==> src/rtl/memio_pkg.sv <==
// memio_pkg -- shared types and constants for the memory/IO bridge.
//   state_e        : IO transaction FSM states (IDLE, REQ, DONE)
//   IO_REGION_HI   : address bits [31:10] of the IO window (all ones)
//   SEL_MSB/LSB    : channel-select field inside addr_in
//   OFF_MSB/LSB    : register-offset field inside addr_in
//   ERR_RDATA_BIT  : fill bit for read data returned on an error/abort
//   TMO_CNT_W      : width of the optional timeout counter
package memio_pkg;

  typedef enum logic [1:0] {
    ST_IDLE = 2'd0,
    ST_REQ  = 2'd1,
    ST_DONE = 2'd2
  } state_e;

  localparam logic [21:0] IO_REGION_HI = '1;

  localparam int SEL_LSB = 4;
  localparam int SEL_MSB = 7;
  localparam int OFF_LSB = 0;
  localparam int OFF_MSB = 3;

  localparam logic ERR_RDATA_BIT = 1'b0;

  localparam int TMO_CNT_W = 8;

endpackage

==> src/rtl/io_timeout_ctr.sv <==
// io_timeout_ctr -- 8-bit cycle counter that aborts a stuck IO request.
// Ports:
//   clock   : rising-edge clock
//   rst     : asynchronous active-high reset (counter -> 0)
//   clr_i   : clear on entry into REQ
//   en_i    : count one REQ cycle that saw no acknowledge
//   hit_o   : high in the REQ cycle whose count brings the counter to LIMIT,
//             so the request is aborted after exactly LIMIT waiting cycles
module io_timeout_ctr
  import memio_pkg::*;
#(
  parameter int LIMIT = 15
) (
  input  logic clock,
  input  logic rst,
  input  logic clr_i,
  input  logic en_i,
  output logic hit_o
);

  logic [TMO_CNT_W-1:0] cnt_q;
  logic [TMO_CNT_W-1:0] cnt_d;

  // NOTE: a combinational block must assign every output on every path;
  // the leading default prevents an inferred latch.
  always_comb begin
    cnt_d = cnt_q;
    if (clr_i) begin
      cnt_d = '0;
    end else if (en_i) begin
      cnt_d = cnt_q + 1'b1;
    end
  end

  // NOTE: sequential state is updated with non-blocking assignments so every
  // register samples pre-edge values regardless of statement order.
  always_ff @(posedge clock or posedge rst) begin
    if (rst) begin
      cnt_q <= '0;
    end else begin
      cnt_q <= cnt_d;
    end
  end

  assign hit_o = en_i && (cnt_q + 1'b1 == TMO_CNT_W'(LIMIT));

endmodule

==> src/rtl/memio_bridge.sv <==
// memio_bridge -- routes CPU data accesses to data memory (combinational,
// zero latency) or to one of IO_CH peripheral channels through a registered
// request/acknowledge handshake that stalls the CPU until it completes.
// Ports:
//   clock, rst                          : clock, async active-high reset
//   m_read/m_write/io_read/io_write     : access strobes (IO beats memory,
//                                         write beats read)
//   addr_in, r_rdata / r_wdata          : address, store data / load data
//   stall                               : hold PC, suppress register write
//   mem_addr/mem_wdata/mem_we/mem_rdata : data memory port
//   ch_req/ch_we/ch_addr/ch_wdata       : registered channel request
//   ch_ack/ch_rdata                     : per-channel ack and flattened data
//   bus_err/err_ch                      : sticky error flag, first bad channel
// Optional feature: define MEMIO_TIMEOUT_EN to abort requests that receive no
// acknowledge within TIMEOUT cycles.
module memio_bridge
  import memio_pkg::*;
#(
  parameter int DATA_W  = 32,
  parameter int ADDR_W  = 32,
  parameter int IO_CH   = 4,
  parameter int TIMEOUT = 15
) (
  input  logic                    clock,
  input  logic                    rst,
  input  logic                    m_read,
  input  logic                    m_write,
  input  logic                    io_read,
  input  logic                    io_write,
  input  logic [ADDR_W-1:0]       addr_in,
  input  logic [DATA_W-1:0]       r_rdata,
  output logic [DATA_W-1:0]       r_wdata,
  output logic                    stall,
  output logic [ADDR_W-1:0]       mem_addr,
  output logic [DATA_W-1:0]       mem_wdata,
  output logic                    mem_we,
  input  logic [DATA_W-1:0]       mem_rdata,
  output logic [IO_CH-1:0]        ch_req,
  output logic                    ch_we,
  output logic [3:0]              ch_addr,
  output logic [DATA_W-1:0]       ch_wdata,
  input  logic [IO_CH-1:0]        ch_ack,
  input  logic [IO_CH*DATA_W-1:0] ch_rdata,
  output logic                    bus_err,
  output logic [3:0]              err_ch
);

  state_e              state_q;
  logic [3:0]          sel_q;
  logic [IO_CH-1:0]    ch_req_q;
  logic                ch_we_q;
  logic [3:0]          ch_addr_q;
  logic [DATA_W-1:0]   ch_wdata_q;
  logic [DATA_W-1:0]   rdata_q;
  logic                bus_err_q;
  logic [3:0]          err_ch_q;

  logic                io_strobe;
  logic [3:0]          sel_in;
  logic                sel_valid;
  logic [IO_CH-1:0]    sel_onehot;
  logic                ack_sel;
  logic [DATA_W-1:0]   ack_rdata;
  logic                abort;

  assign io_strobe  = io_read | io_write;
  assign sel_in     = addr_in[SEL_MSB:SEL_LSB];
  assign sel_valid  = int'(sel_in) < IO_CH;
  assign sel_onehot = IO_CH'(1) << sel_in;

  // ch_req_q is one-hot on the selected channel, so masking the acks with it
  // ignores acknowledges from every other channel.
  assign ack_sel = |(ch_ack & ch_req_q);

  always_comb begin
    ack_rdata = '0;
    for (int k = 0; k < IO_CH; k++) begin
      if (ch_req_q[k]) begin
        ack_rdata = ch_rdata[k*DATA_W +: DATA_W];
      end
    end
  end

`ifdef MEMIO_TIMEOUT_EN
  io_timeout_ctr #(
    .LIMIT (TIMEOUT)
  ) u_timeout (
    .clock (clock),
    .rst   (rst),
    .clr_i ((state_q == ST_IDLE) && io_strobe && sel_valid),
    .en_i  ((state_q == ST_REQ) && !ack_sel),
    .hit_o (abort)
  );
`else
  logic unused_no_timeout;
  assign unused_no_timeout = ^{sel_q, 8'(TIMEOUT)};
  assign abort = 1'b0;
`endif

  always_ff @(posedge clock or posedge rst) begin
    if (rst) begin
      state_q    <= ST_IDLE;
      sel_q      <= '0;
      ch_req_q   <= '0;
      ch_we_q    <= 1'b0;
      ch_addr_q  <= '0;
      ch_wdata_q <= '0;
      rdata_q    <= '0;
      bus_err_q  <= 1'b0;
      err_ch_q   <= '0;
    end else begin
      case (state_q)
        ST_IDLE: begin
          if (io_strobe) begin
            sel_q      <= sel_in;
            ch_addr_q  <= addr_in[OFF_MSB:OFF_LSB];
            ch_wdata_q <= r_rdata;
            ch_we_q    <= io_write;
            rdata_q    <= '0;
            if (sel_valid) begin
              ch_req_q <= sel_onehot;
              state_q  <= ST_REQ;
            end else begin
              state_q <= ST_DONE;
              if (!bus_err_q) begin
                bus_err_q <= 1'b1;
                err_ch_q  <= sel_in;
              end
            end
          end
        end
        ST_REQ: begin
          if (ack_sel) begin
            ch_req_q <= '0;
            if (!ch_we_q) begin
              rdata_q <= ack_rdata;
            end
            state_q <= ST_DONE;
          end else if (abort) begin
            ch_req_q <= '0;
            rdata_q  <= {DATA_W{ERR_RDATA_BIT}};
            state_q  <= ST_DONE;
            if (!bus_err_q) begin
              bus_err_q <= 1'b1;
              err_ch_q  <= sel_q;
            end
          end
        end
        ST_DONE: state_q <= ST_IDLE;
        default: state_q <= ST_IDLE;
      endcase
    end
  end

  // Memory path: pure pass-through; an IO write suppresses the memory write.
  assign mem_addr  = addr_in;
  assign mem_wdata = r_rdata;
  assign mem_we    = m_write & ~io_write;

  always_comb begin
    r_wdata = '0;
    if (state_q == ST_DONE) begin
      r_wdata = rdata_q;
    end else if (state_q == ST_IDLE && m_read && !io_strobe) begin
      r_wdata = mem_rdata;
    end
  end

  // Low in DONE so the CPU commits r_wdata on the edge that leaves DONE.
  assign stall = ~rst & (((state_q == ST_IDLE) & io_strobe) | (state_q == ST_REQ));

  assign ch_req   = ch_req_q;
  assign ch_we    = ch_we_q;
  assign ch_addr  = ch_addr_q;
  assign ch_wdata = ch_wdata_q;
  assign bus_err  = bus_err_q;
  assign err_ch   = err_ch_q;

endmodule

==> config.mk <==
export PLATFORM = sky130hd
export DESIGN_NAME = memio_bridge
export DESIGN_NICKNAME = d
export VERILOG_FILES = /design/src/rtl/memio_pkg.sv /design/src/rtl/io_timeout_ctr.sv /design/src/rtl/memio_bridge.sv
export SDC_FILE = /design/constraint.sdc
export NUM_CORES = 1
export LEC_CHECK = 0
export BUFFER_PORTS_ARGS = -buffer_cell sky130_fd_sc_hd__buf_2
export CORE_AREA = 2 2 199 103
export CTS_BUF_LIST = sky130_fd_sc_hd__clkbuf_8
export DETAILED_ROUTE_END_ITERATION = 8
export DIE_AREA = 0 0 201 105
export PLACE_DENSITY = 0.65
export SETUP_SLACK_MARGIN = 0.2
export SYNTH_ARGS = -nofsm -noshare
export SYNTH_HDL_FRONTEND = slang
export SYNTH_HIERARCHICAL = 1
export SYNTH_SLANG_ARGS = --single-unit
==> constraint.sdc <==
create_clock -name clock -period 2.5 [get_ports clock]
set_input_delay 0.375 -clock clock [delete_from_list [all_inputs] [get_ports clock]]
set_output_delay 0.375 -clock clock [all_outputs]
set_load 0.1 [all_outputs]
Word-level counts from Yosys, hierarchy flattened --
Index checks and enable logic that the tools add are counted.
Word-level totals: register bits 80, logic and storage cells 56, input port bits 234, output and inout port bits 144
Operators by class: reduce and logical (&&, ||, !) cells 12, bitwise operators 10, muxes and demuxes 18, magnitude comparators 1, shift-type cells 1, equal/unequal tests 6
Operator list (count):
- 32-bit two-way mux | 9
- 32-bit case mux with 2 select lines | 1
- 4-bit two-way mux | 3
- 4-bit AND reduction | 3
- 2-bit inequality test (second input constant) | 4
- 4-bit case mux with 2 select lines | 1
- 2-bit two-way mux | 3
- 4-bit AND | 1
- 4-bit by 3-bit < comparator with 1-bit output (second input constant) | 1
- 1-bit inverter | 4
- 2-bit case mux with 2 select lines | 1
- 2-bit AND reduction | 2
- 4-bit OR reduction | 1
- 1-bit by 4-bit left shift with 4-bit output (first input constant) | 1
- 1-bit AND | 3
- 3-bit AND reduction | 1
- 2-bit by 1-bit == test with 1-bit output (second input constant) | 1
- 2-bit == test (second input constant) | 1
- 1-bit logical AND | 2
- 2-bit zero test | 1
- 1-bit OR | 2
- 2-bit nonzero test | 1
- 1-bit zero test | 1

Longest topological paths before layout --
word-level depth 7, mapped depth 7, depth with buffers taken out 4

Least setup slack after synthesis --
Ideal clock, no wire load.
kind register to output, start point reg state_q[0], end point out stall, cell stages (with the launch flop) 4, data required time 2.125 ns, buffers on the path 1, data arrival time 2.649 ns, slack -0.524 ns, cell sequence dfrtp_1 buf_2 nor2_1 nor3_1
On the way: cells in the longest elaborated chain, start to end 4, elaborated cells between the ends (all ways) 5, those cells by class eq/ne (1); bitwise (3); reduce/logical (1)
Ends and longest elaborated chain:
- start, declared | RTL line memio_bridge.sv:48 | state_e state_q;
- start signal, assigned | RTL line memio_bridge.sv:102 | state_q <= ST_IDLE;
- start signal, assigned | RTL line memio_bridge.sv:122 | state_q <= ST_REQ;
- start signal, assigned | RTL line memio_bridge.sv:124 | state_q <= ST_DONE;
- 2-bit zero test | RTL line memio_bridge.sv:170 | assign stall = ~rst & (((state_q == ST_IDLE) & io_strobe) | (state_q == ST_REQ));
- 1-bit AND | RTL line memio_bridge.sv:170
- 1-bit OR (*) | RTL line memio_bridge.sv:170
- 1-bit AND (*) | RTL line memio_bridge.sv:170
- end, declared | RTL line memio_bridge.sv:33 | output logic stall,
Every way passes the cells marked *; elsewhere a longest branch is shown, timed or not.

Final worst setup path --
start point reg state_q[0], end point out r_wdata[31]
On the way: cells in the longest elaborated chain, start to end 5, elaborated cells between the ends (all ways) 6, those cells by class eq/ne (1); mux (2); reduce/logical (3)
Ends and longest elaborated chain:
- 2-bit zero test | RTL line memio_bridge.sv:164 | end else if (state_q == ST_IDLE && m_read && !io_strobe) begin
- 1-bit logical AND (2 in series) | RTL line memio_bridge.sv:164
- 32-bit two-way mux | RTL line memio_bridge.sv:164
- 32-bit two-way mux (*) | RTL line memio_bridge.sv:162 | if (state_q == ST_DONE) begin
- end, declared | RTL line memio_bridge.sv:32 | output logic [DATA_W-1:0] r_wdata,
Marks and branches as above.

==> flow_metrics.env <==
export IMPL_cts_root_buf="clkbuf_8"
export IMPL_die_x_um=201
export IMPL_synth_mux_area_share_pct=17.2
export IMPL_power_density_nw_per_um2=1370
export IMPL_avgSynthCellArea_um2=10.4
export IMPL_leakagePower_nw=3.36
export IMPL_cts_tree="built"
export IMPL_nets=954
export IMPL_clk_path_buf_depth=2
export IMPL_synth_distinct_cells=30
export IMPL_vias_per_cell=4.68
export IMPL_portBuffers=329
export IMPL_worstPathRequired_ns=2.12
export IMPL_grt_start_max_net_pins=37
export IMPL_max_slew_margin_pct=30.2
export IMPL_die_h_um=105
export IMPL_fin_tns_setup_ns=0
export IMPL_ys_warn_count=6
export IMPL_endpoint="r_wdata[31]"
export IMPL_clock_sinks=80
export IMPL_crit_buf_inv=2
export IMPL_yosysSeqAreaShare_pct=41.9
export IMPL_num_rows=36
export IMPL_numCtsBuffers=9
export IMPL_peakVddDrop_uv=984
export IMPL_diodes=0
export IMPL_reg2regPathDepth=5
export IMPL_ys_flop_type="dfrtp_1"
export IMPL_htreeDepth=3
export IMPL_path_cells="nor2_2 > and3_2 > buf_8 > a22o_1 > buf_12"
export IMPL_cap_violations=0
export IMPL_antenna_found_initial=0
export IMPL_path_clk_slew_ns=0.10
export IMPL_postSynth_asyncResetShare_pct=100
export IMPL_max_stage_delay_ns=0.45
export IMPL_vias=4633
export IMPL_clock_fmax_mhz=452
export IMPL_cp_arrival_ns=1.84
export IMPL_rrSetupSlack_ns=0.40
export IMPL_yosys_area_share_simple_pct=6.29
export IMPL_firstDrtPassIters=4
export IMPL_hpwl_um=14300
export IMPL_synth_seq_cells=80
export IMPL_wirelength_um=18100
export IMPL_syn_num_nets=695
export IMPL_synth_area_leader_cell="dfrtp_1"
export IMPL_insertion_delay_ns=0.37
export IMPL_period_share_pct=88.6
export IMPL_grt_pass1_vias=4685
export IMPL_setup_viol=0
export IMPL_min_period_ns=2.21
export IMPL_r2r_end="rdata_q[14]"
export IMPL_synthXorXnorAreaFrac_pct=0
export IMPL_wl_per_cell_um=18.2
export IMPL_grt_overflow=0
export IMPL_tightest_slew_ns=1.05
export IMPL_path_max_fanout=18
export IMPL_hold_violations=0
export IMPL_endpoint_kind="primary output"
export IMPL_synth_top_cell_area_share_pct=41.9
export IMPL_place_congestion=0.851
export IMPL_startpoint="state_q[0]"
export IMPL_antenna_left=0
export IMPL_synth_top_family_by_area="compound AO/OA/AOI/OAI gates"
export IMPL_hold_path_class="in -> async"
export IMPL_path_delay_family="flip-flops"
export IMPL_drive_above_1_share_pct=66.8
export IMPL_dieArea_um2=21100
export IMPL_drc=0
export IMPL_path_class="reg -> out"
export IMPL_areaGrowthSynthToFinish_pct=47.2
export IMPL_netlist_instances=461
export IMPL_ios=378
export IMPL_synth_compound_area_share_pct=20.7
export IMPL_status="finished, final reports clean"
export IMPL_synth_edf_count=0
export IMPL_nFillCells=1973
export IMPL_initial_core_util_pct=24.8
export IMPL_cp_num_cells=5
export IMPL_grt_total_usage_pct=16.5
export IMPL_netlist_area_um2=4780
export IMPL_reg2reg_from="ch_req[2]"
export IMPL_final_max_slew_viol_count=0
export IMPL_drt_iter0_markers=329
export IMPL_synth_area_leaders="dfrtp_1 (42%), mux2_2 (17%), buf_4 (10%), a22o_1 (7.0%), o21ai_0 (6.6%)"
export IMPL_synthAdderAreaFrac_pct=0
export IMPL_slowest_stage="dfrtp_1"
export IMPL_rsz0062_at_grt="true"
export IMPL_grt_first_pass_wirelength_um=26900
export IMPL_core_um2=19200
export IMPL_start_kind="flip-flop"
export IMPL_clock_skew_ns=0.0166
export IMPL_final_cells=991
export IMPL_cts_hold_buf=0
export IMPL_placed_cells=973
## per-layer routing
layer / GRT usage (%) / part of all wire [%]
met2: 30.1 / 53
met1: 19.4 / 40
met4: 4.60 / 2.0
met3: 3.81 / 5.2
met5: 0 / 0
## synth_stat cells (2+ instances only)
master	n
a21oi_1	2
a221oi_1	31
a22o_1	38
buf_2	5
buf_4	64
buf_6	3
clkbuf_1	31
dfrtp_1	80
inv_1	3
mux2_2	71
nand2_1	38
nor2_1	6
nor2b_1	5
nor3_1	4
o21ai_0	63
o21bai_1	2
or2_2	2
## flip-flops by register name, summed over array words and instances (netlist names)
register  count
rdata_q      32
ch_addr       4
bus_err       1
ch_we         1
ch_req        4
ch_wdata     32
state_q       2
err_ch        4
## cells by family after synthesis
group	after synthesis
AOI/OAI and AO/OA	139
muxes	73
DFF	80
buffers and inverters	106
and+or+nand+nor	63
## through the flow
stage               hold WS, ns  power (mW)  instance area, um2  setup WS [ns]  utilization (%)
floorplan                 0.458        7.41                4830         0.0577                -
global placement          0.483        8.64                6820          0.497             35.4
detailed placement        0.486        8.74                6820          0.452             35.4
CTS                       0.137        9.76                7030          0.220             36.5
global route              0.165        10.1                7030          0.198             36.6
finish                    0.136        9.66                7030          0.285             36.6
## report_power, final
part	switching [mW]	leakage [nW]	internal (mW)	total, mW
clock	0.572	0.0899	0.382	0.953
combinational	4.89	2.26	1.70	6.59
sequential	0.317	1.01	1.80	2.12
## what timing repair did
item	in CTS	in global routing
endpoints found under the setup margin	32	17
hold endpoints to repair	0	0
gates resized for setup	4	2
buffers inserted	2	0
## how the worst min path moves through the flow
stage,start,cells past startpoint,endpoint
3_5_place_dp,err_ch[2],1,err_ch[2]
3_3_place_gp,err_ch[2],1,err_ch[2]
2_1_floorplan,rdata_q[2],1,rdata_q[2]
5_1_grt,rst,2,ch_req[0]
6_report,rst,2,ch_req[0]
4_1_cts,rst,2,ch_req[0]
## cell usage in the layout, fill, tap and decap left out, drive strengths merged, types with 5 or more instances in the layout
| cell | netlist | routed |
|---|---|---|
| inv | 3 | 5 |
| nor2 | 6 | 6 |
| clkbuf | 31 | 9 |
| dfrtp | 80 | 80 |
| a22o | 38 | 38 |
| mux2 | 72 | 72 |
| a221oi | 31 | 31 |
| nor2b | 5 | 5 |
| o21ai | 63 | 63 |
| nand2 | 38 | 38 |
| nor3 | 5 | 5 |
| buf | 72 | 351 |
## final cells by class
class                           count  area [um2]  area share [%]
Clock buffer                        9         124            1.76
Clock inverter                      7        63.8           0.907
Inverter                            3        15.0           0.213
Multi-Input combinational cell    275        2160            30.8
Sequential cell                    80        2010            28.5
Tap cell                          266         333            4.73
Timing Repair Buffer              351        2330            33.1
No activity file was read; power rests on OpenSTA's default activity.
